## src/rtl/tdc_fine_encoder.sv

```systemverilog
// rtl/tdc_fine_encoder.sv - thermometer-to-binary fine encoder with coarse timestamp tagging
// Optional drop counter enabled by defining TDC_ENC_DROP_CNT_EN.
module tdc_fine_encoder #(
    parameter int NUM      = 12,
    parameter int COARSE_W = 16,
    localparam int FINE_W  = $clog2(NUM + 1)
) (
    input  logic                       clk,
    input  logic                       iRst_n,
    input  logic                       iEnable,
    input  logic [NUM-1:0]             iFF,
    input  logic                       iReady,
    output logic                       oValid,
    output logic [COARSE_W+FINE_W-1:0] oTimestamp,
    output logic [COARSE_W-1:0]        oCoarse
`ifdef TDC_ENC_DROP_CNT_EN
    ,
    output logic [15:0]                oDropCnt
`endif
);

    logic [COARSE_W-1:0] rCoarse;
    logic [NUM-1:0]      rThm;
    logic [COARSE_W-1:0] rCrs1;
    logic                rPrevTap0;
    logic                ev1;
    logic [FINE_W-1:0]   thmCount;
    logic [FINE_W-1:0]   rFine;
    logic [COARSE_W-1:0] rCrs2;
    logic                ev2;

    assign oCoarse = rCoarse;

    // Free-running coarse counter, wraps naturally at 2^COARSE_W.
    always_ff @(posedge clk) begin
        if (!iRst_n) begin
            rCoarse <= '0;
        end else begin
            rCoarse <= rCoarse + 1'b1;
        end
    end

    // Stage 1: capture thermometer word and coarse tag; rThm resets to all
    // ones so the first sample after reset cannot look like a rising tap0.
    always_ff @(posedge clk) begin
        if (!iRst_n) begin
            rThm      <= '1;
            rCrs1     <= '0;
            rPrevTap0 <= 1'b1;
        end else begin
            rThm      <= iFF;
            rCrs1     <= rCoarse;
            rPrevTap0 <= rThm[0];
        end
    end

    // A hit is the first sample where tap0 rises; held hits give one event.
    assign ev1 = rThm[0] & ~rPrevTap0 & iEnable;

    // Popcount of the thermometer word; counting ones absorbs bubbles.
    always_comb begin
        thmCount = '0;
        for (int i = 0; i < NUM; i++) begin
            thmCount = thmCount + FINE_W'(rThm[i]);
        end
    end

    // Stage 2: register the fine code and carry the coarse tag along.
    always_ff @(posedge clk) begin
        if (!iRst_n) begin
            rFine <= '0;
            rCrs2 <= '0;
            ev2   <= 1'b0;
        end else begin
            if (ev1) begin
                rFine <= thmCount;
            end
            rCrs2 <= rCrs1;
            ev2   <= ev1;
        end
    end

    // Stage 3: output register with valid/ready; a new event while stalled is dropped.
    always_ff @(posedge clk) begin
        if (!iRst_n) begin
            oValid     <= 1'b0;
            oTimestamp <= '0;
        end else if (ev2 && (!oValid || iReady)) begin
            oTimestamp <= {rCrs2, rFine};
            oValid     <= 1'b1;
        end else if (oValid && iReady) begin
            oValid <= 1'b0;
        end
    end

`ifdef TDC_ENC_DROP_CNT_EN
    logic dropEvent;
    assign dropEvent = ev2 & oValid & ~iReady;

    // Saturating count of events lost to backpressure; cleared only by reset.
    always_ff @(posedge clk) begin
        if (!iRst_n) begin
            oDropCnt <= '0;
        end else if (dropEvent && (oDropCnt != 16'hFFFF)) begin
            oDropCnt <= oDropCnt + 16'd1;
        end
    end
`endif

endmodule

```

## config.mk

```make
export PLATFORM = sky130hd
export DESIGN_NAME = tdc_fine_encoder
export DESIGN_NICKNAME = d
export VERILOG_FILES = /design/src/rtl/tdc_fine_encoder.sv
export SDC_FILE = /design/constraint.sdc
export NUM_CORES = 1
export LEC_CHECK = 0
export ABC_AREA = 0
export CAP_MARGIN = 20
export CORE_UTILIZATION = 36
export CTS_CLUSTER_SIZE = 14
export DETAILED_ROUTE_END_ITERATION = 6
export HOLD_SLACK_MARGIN = 0.05
export PLACE_DENSITY = 0.68
export SKIP_CTS_REPAIR_TIMING = 1
export SLEW_MARGIN = 20
export SYNTH_ARGS = -nofsm -noshare
export SYNTH_HDL_FRONTEND = slang
export SYNTH_SLANG_ARGS = --single-unit
```

## constraint.sdc

```tcl
create_clock -name clk -period 5.8 [get_ports clk]
set_input_delay 0.58 -clock clk [delete_from_list [all_inputs] [get_ports clk]]
set_output_delay 0.58 -clock clk [all_outputs]
set_load 0.05 [all_outputs]
```

Yosys cells after proc, flatten, opt, wreduce, memory -nomap -nowiden
Index checks and enable logic that the tools add are counted.

storage, ports and cells
  register bits = 87
  bits in latches = 0
  memory bits (writable) = 0
  bits in read-only memories = 0
  bits of input ports = 16
  logic and storage cells = 31
  memories kept = 0

cells by class
  $add $sub $neg = 12
  multipliers = 0
  div/mod/pow operators = 0
  $lt $le $gt $ge = 0
  equal/unequal tests = 0
  shift operators = 0
  mux-type cells = 2
  bitwise logic cells = 3
  reductions and logical operators = 5

operator list
  operator                                       count
  adder 4 x 1 -> 4 bit                           8
  adder 16 x 1 -> 16 bit, second input constant  1
  adder 3 x 1 -> 4 bit                           1
  adder 2 x 1 -> 3 bit                           1
  adder 1 x 1 -> 2 bit                           1
  AND 1 bit                                      2
  logical AND 1 bit                              2
  two-way mux 1 bit                              2
  nonzero test 2 bit                             1
  logical NOT 1 bit                              1
  logical OR 1 bit                               1
  inverter 1 bit                                 1

Logic depth before layout (Yosys ltp)
  word-level depth = 11
  mapped depth = 11
  gate-level depth less buffers = 11

Worst setup path before layout
OpenSTA, ideal clock, no wires.

  kind = register to register
  start point = register rThm[0]
  end point = register rFine[2]
  setup time = 116 ps
  arrival = 3,258 ps
  required time = 5,684 ps
  slack = 2,426 ps
  cell stages (with the launch flop) = 12
  clock period less this slack = 3,374 ps
  path through = dfxtp_1 -> inv_1 -> fa_1 -> fa_1 -> fa_1 -> fa_1 -> inv_1 -> ha_1 -> fa_1 -> xnor2_1 -> nand2_1 -> o211a_1

on the way
  cells in the longest elaborated chain, start to end = 11
  elaborated cells on any way between the ends = 13
  those cells by class = add/sub: 11; bitwise: 2

RTL lines
  what                                line  source
  start: declaration                  23    logic [NUM-1:0] rThm;
  start signal: assignment            51    rThm <= iFF;
  adder 1 x 1 -> 2 bit                64    thmCount = thmCount + FINE_W'(rThm[i]);
  adder 2 x 1 -> 3 bit                64
  adder 3 x 1 -> 4 bit                64
  adder 4 x 1 -> 4 bit (8 in series)  64
  end signal: assignment              76    rFine <= thmCount;
  end: declaration                    28    logic [FINE_W-1:0] rFine;

Parallel ways exist; a longest one is shown, timed or not.
A chain may end at the register's enable or synchronous reset.

Final worst setup path
Ends and elaborated chain as after synthesis.

==> key figures <==
Worst setup path
  • Cell Chain, Critical Path: inv_1, fa_1, fa_1, fa_1, fa_1, inv_1, ha_1, fa_1, xnor2_1, nand2_1, o211a_1
  • Critical path required time: 6.04 ns
  • Critical-path cell with the highest stage delay: sky130_fd_sc_hd__fa_1
  • Critical Path Start Type: flip-flop
  • Arrival time worst endpoint: 3.71 ns
  • Worst-case reg-to-reg path depth: 11
  • Endpoint type of the worst setup path: flip-flop
  • Maximum net fanout on the critical path: 3
  • Cell repeated most along the worst path: sky130_fd_sc_hd__fa_1
  • Kind of critical path: reg2reg
  • Largest stage delay on the critical path: 0.53 ns

GRT
  • Pin count of the biggest net entering global routing: 88
  • Combined global-route utilization of all metal layers: 12.5%
  • First-pass GRT wire length: 8450 um
  • Grt total ovfl: 0
  • Vias in the first global route: 1816
  • Initial antenna violation count: 0

STA
  • Remaining max-slew budget at the tightest pin: 50.7%
  • Post-Route Setup TNS: 0 ns
  • RSZ-0062 raised after global routing: no
  • Final setup violating endpoints: 0
  • Worst clock skew on the final layout: 0.00252 ns
  • Hold violation count in the final report: 0
  • Transition at the pin with the smallest max-transition slack: 0.739 ns
  • Final Max Slew Viols: 0
  • Final clock period utilization by the worst path: 59.9%
  • Maximum clock rate: 288 MHz
  • Post-layout min period: 3.47 ns

Routing
  • Total wire length: 5140 um
  • Post-route ant nets: 0
  • First-pass DRT Iterations: 4
  • Violation count after the first detailed-route iteration: 57
  • Drt wl/cell: 11.0 um
  • Via density per instance: 4.31
  • Via count: 2002
  • Remaining routing DRC violations: 0

Die
  • Effective utilization at floorplan: 37.6%
  • Number of top-level pins: 53
  • Placement Rows: 33
  • Core ar.: 8340 um2
  • Die extent in x: 95.3 um
  • Floorplan die height: 95.3 um
  • Die ar.: 9080 um2

Placed design
  • Dpl hpwl: 3480 um
  • Final weighted congestion in routability-driven placement: 0.743
  • Count of buffers from port buffering: 52

Clock tree
  • CTS H-Tree Depth: 3
  • Clock Pin Slew Worst Setup and Hold Paths: 0.07 ns
  • TritonCTS clock tree: yes
  • CTS max path bufs: 2
  • CTS Root Buffer Type: sky130_fd_sc_hd__clkbuf_8
  • Worst skew pair latency: 0.34 ns
  • Num CTS Buffers: 9
  • Clock sink total: 87

Power
  • Combinational group share of total power: 9.9%
  • Highest ir drop seen on vdd: 0.000110 V
  • Clock power share: 33.6%
  • Part of the power in registers: 56.5%
  • Switch share: 22.5%
  • Internal power contribution: 840 uW
  • Net switching power: 244 uW
  • Power density over cell area: 278 nW/um2
  • Leakage power: 0.00152 uW

Worst hold path
  • Number of stages on the worst hold path: 1
  • HP Class: reg2reg

Synthesis
  • Largest family of logic cells by synthesized area: simple AND/OR/NAND/NOR gates
  • Gate count of the mapped netlist: 304
  • Mean area per synthesized cell: 10.3 um2
  • Cell types with the highest counts after synthesis: sky130_fd_sc_hd__dfxtp_1, sky130_fd_sc_hd__nand2_1, sky130_fd_sc_hd__and2_1
  • Count of different cell masters after synthesis: 30
  • Most instantiated library cell after synthesis: sky130_fd_sc_hd__dfxtp_1
  • Proportion of synthesized chip area in sequential cells: 55.6%
  • Number of warnings reported in the yosys synthesis log: 0
  • Net count of the mapped netlist: 332
  • Compound-gate portion of the synthesized area: 7.27%
  • Netlist area before placement: 3130 um2
  • Async set or reset register ratio after synthesis: 0%
  • Fraction of synthesized cell area in xor and xnor cells: 2.79%
  • Adder and majority cell fraction of the synthesized area: 6.47%
  • Fraction of synthesized area in multiplexers: 1.36%
  • Post-synth top area cell: sky130_fd_sc_hd__dfxtp_1
  • Synth top area share: 55.6%
  • Simple logic cell fraction of the synthesized area: 22.8%
  • Yosys reg bits: 87
  • Synth top area cells: sky130_fd_sc_hd__dfxtp_1, sky130_fd_sc_hd__and2_1, sky130_fd_sc_hd__nand2_1, sky130_fd_sc_hd__a21boi_0, sky130_fd_sc_hd__fa_1
  • Post-synth EDFFs: 0
  • Predominant post-synthesis flop cell: sky130_fd_sc_hd__dfxtp_1

Layout
  • Area growth from synthesis to layout: 24.5%
  • Final Util: 46.8%
  • Count of inserted antenna diode cells: 0
  • Fill cells: 815
  • Net count, final: 383
  • Layout cells sized above 1: 5.83%

Run status
  • Outcome: completed

Flow run
  • Max-capacitance violation count: 0
[sequential cells by signal (all words and copies together), names as in the netlist]
name and cells:
oTimestamp 20, oCoarse 16, rCrs1 16, rCrs2 16, rThm 12, rFine 4, ev2 1, oValid 1
rPrevTap0 1
[power groups by stage]
stage	Clock [uW]	Sequential [uW]	Combinational (uW)
after global routing	409	613	124
after detailed placement	0	626	108
after floorplan	0	631	72.7
after global placement	0	626	103
final	364	612	107
after CTS	383	612	108
[through the flow]
stage	power, uW	instance area (um2)	setup WS, ns	hold WS [ns]	cells
after floorplan	704	3130	2.43	0.412	304
after global placement	729	3730	2.38	0.415	449
after detailed placement	734	3730	2.33	0.418	449
after CTS	1100	3900	2.33	0.435	465
after global routing	1150	3900	2.14	0.451	465
final	1080	3900	2.33	0.434	465
[kinds of logic (layout without fill, tap and decap cells)]
kind of cell / count (synthesis) / in the layout
simple gates: 130 / 130
flops: 87 / 87
compound gates: 32 / 32
buf+inv: 29 / 85
fa+ha+maj: 12 / 12
xor+xnor: 10 / 10
mux: 4 / 4
[final timing paths]
kind         startpoint        to  slack, ns
max             rThm[0]  rFine[2]       2.33
min            rCrs1[2]  rCrs2[2]       0.43
max reg2reg     rThm[0]  rFine[2]       2.33
min reg2reg    rCrs1[2]  rCrs2[2]       0.43
[worst max-delay path: cells and delay by family, from the launching register on]
| family | cells | cell delay (ns) |
|---|---|---|
| simple gates | 1 | 0.07 |
| fa+ha+maj | 6 | 2.60 |
| compound gates | 1 | 0.14 |
| buf+inv | 2 | 0.12 |
| flops | 1 | 0.31 |
| xor+xnor | 1 | 0.14 |
[per-layer routing]
metal  global-route usage [%]  wire length [um]  vias to the layer above
met2                     18.5              2330                       30
li1                         -                 -                     1061
met5                        0                 0                        -
met3                     4.07               173                        9
met1                     16.1              2520                      902
met4                     6.44               113                        0
[area by class of cell]
cell class / instances / area, um2 / area share [%]
timing repair buffer: 53 / 523 / 13.4
sequential: 87 / 1740 / 44.6
tap: 105 / 131 / 3.37
clock buffer: 16 / 170 / 4.36
inverter: 16 / 60.1 / 1.54
multi-input combinational: 188 / 1280 / 32.7
[placed cells by master, fill, tap and decap left out]
cell                              instances
sky130_fd_sc_hd__nor4_2                   2
sky130_fd_sc_hd__nand4_1                  2
sky130_fd_sc_hd__nand4_4                  1
sky130_fd_sc_hd__dfxtp_1                 87
sky130_fd_sc_hd__mux2i_1                  2
sky130_fd_sc_hd__and2_1                  43
sky130_fd_sc_hd__nand3_1                  6
sky130_fd_sc_hd__buf_4                    1
sky130_fd_sc_hd__nor2_1                   2
sky130_fd_sc_hd__a21oi_1                  2
sky130_fd_sc_hd__nor3b_2                  1
sky130_fd_sc_hd__and3_2                   1
sky130_fd_sc_hd__clkdlybuf4s50_1         51
sky130_fd_sc_hd__or3_1                    3
sky130_fd_sc_hd__xor2_1                   5
sky130_fd_sc_hd__o211a_1                  1
sky130_fd_sc_hd__clkbuf_1                 5
sky130_fd_sc_hd__nor2b_1                  5
sky130_fd_sc_hd__mux2_2                   2
sky130_fd_sc_hd__clkbuf_8                11
sky130_fd_sc_hd__xnor2_1                  5
sky130_fd_sc_hd__and2_2                   1
sky130_fd_sc_hd__inv_1                   16
sky130_fd_sc_hd__buf_2                    1
sky130_fd_sc_hd__nor3_1                   3
sky130_fd_sc_hd__o21ai_0                  4
sky130_fd_sc_hd__fa_1                     7
sky130_fd_sc_hd__a21boi_1                 1
sky130_fd_sc_hd__nand2b_1                13
sky130_fd_sc_hd__a21o_1                   1
sky130_fd_sc_hd__a21boi_0                23
sky130_fd_sc_hd__ha_1                     5
sky130_fd_sc_hd__nand2_1                 47
No activity file was read; power rests on OpenSTA's default activity.
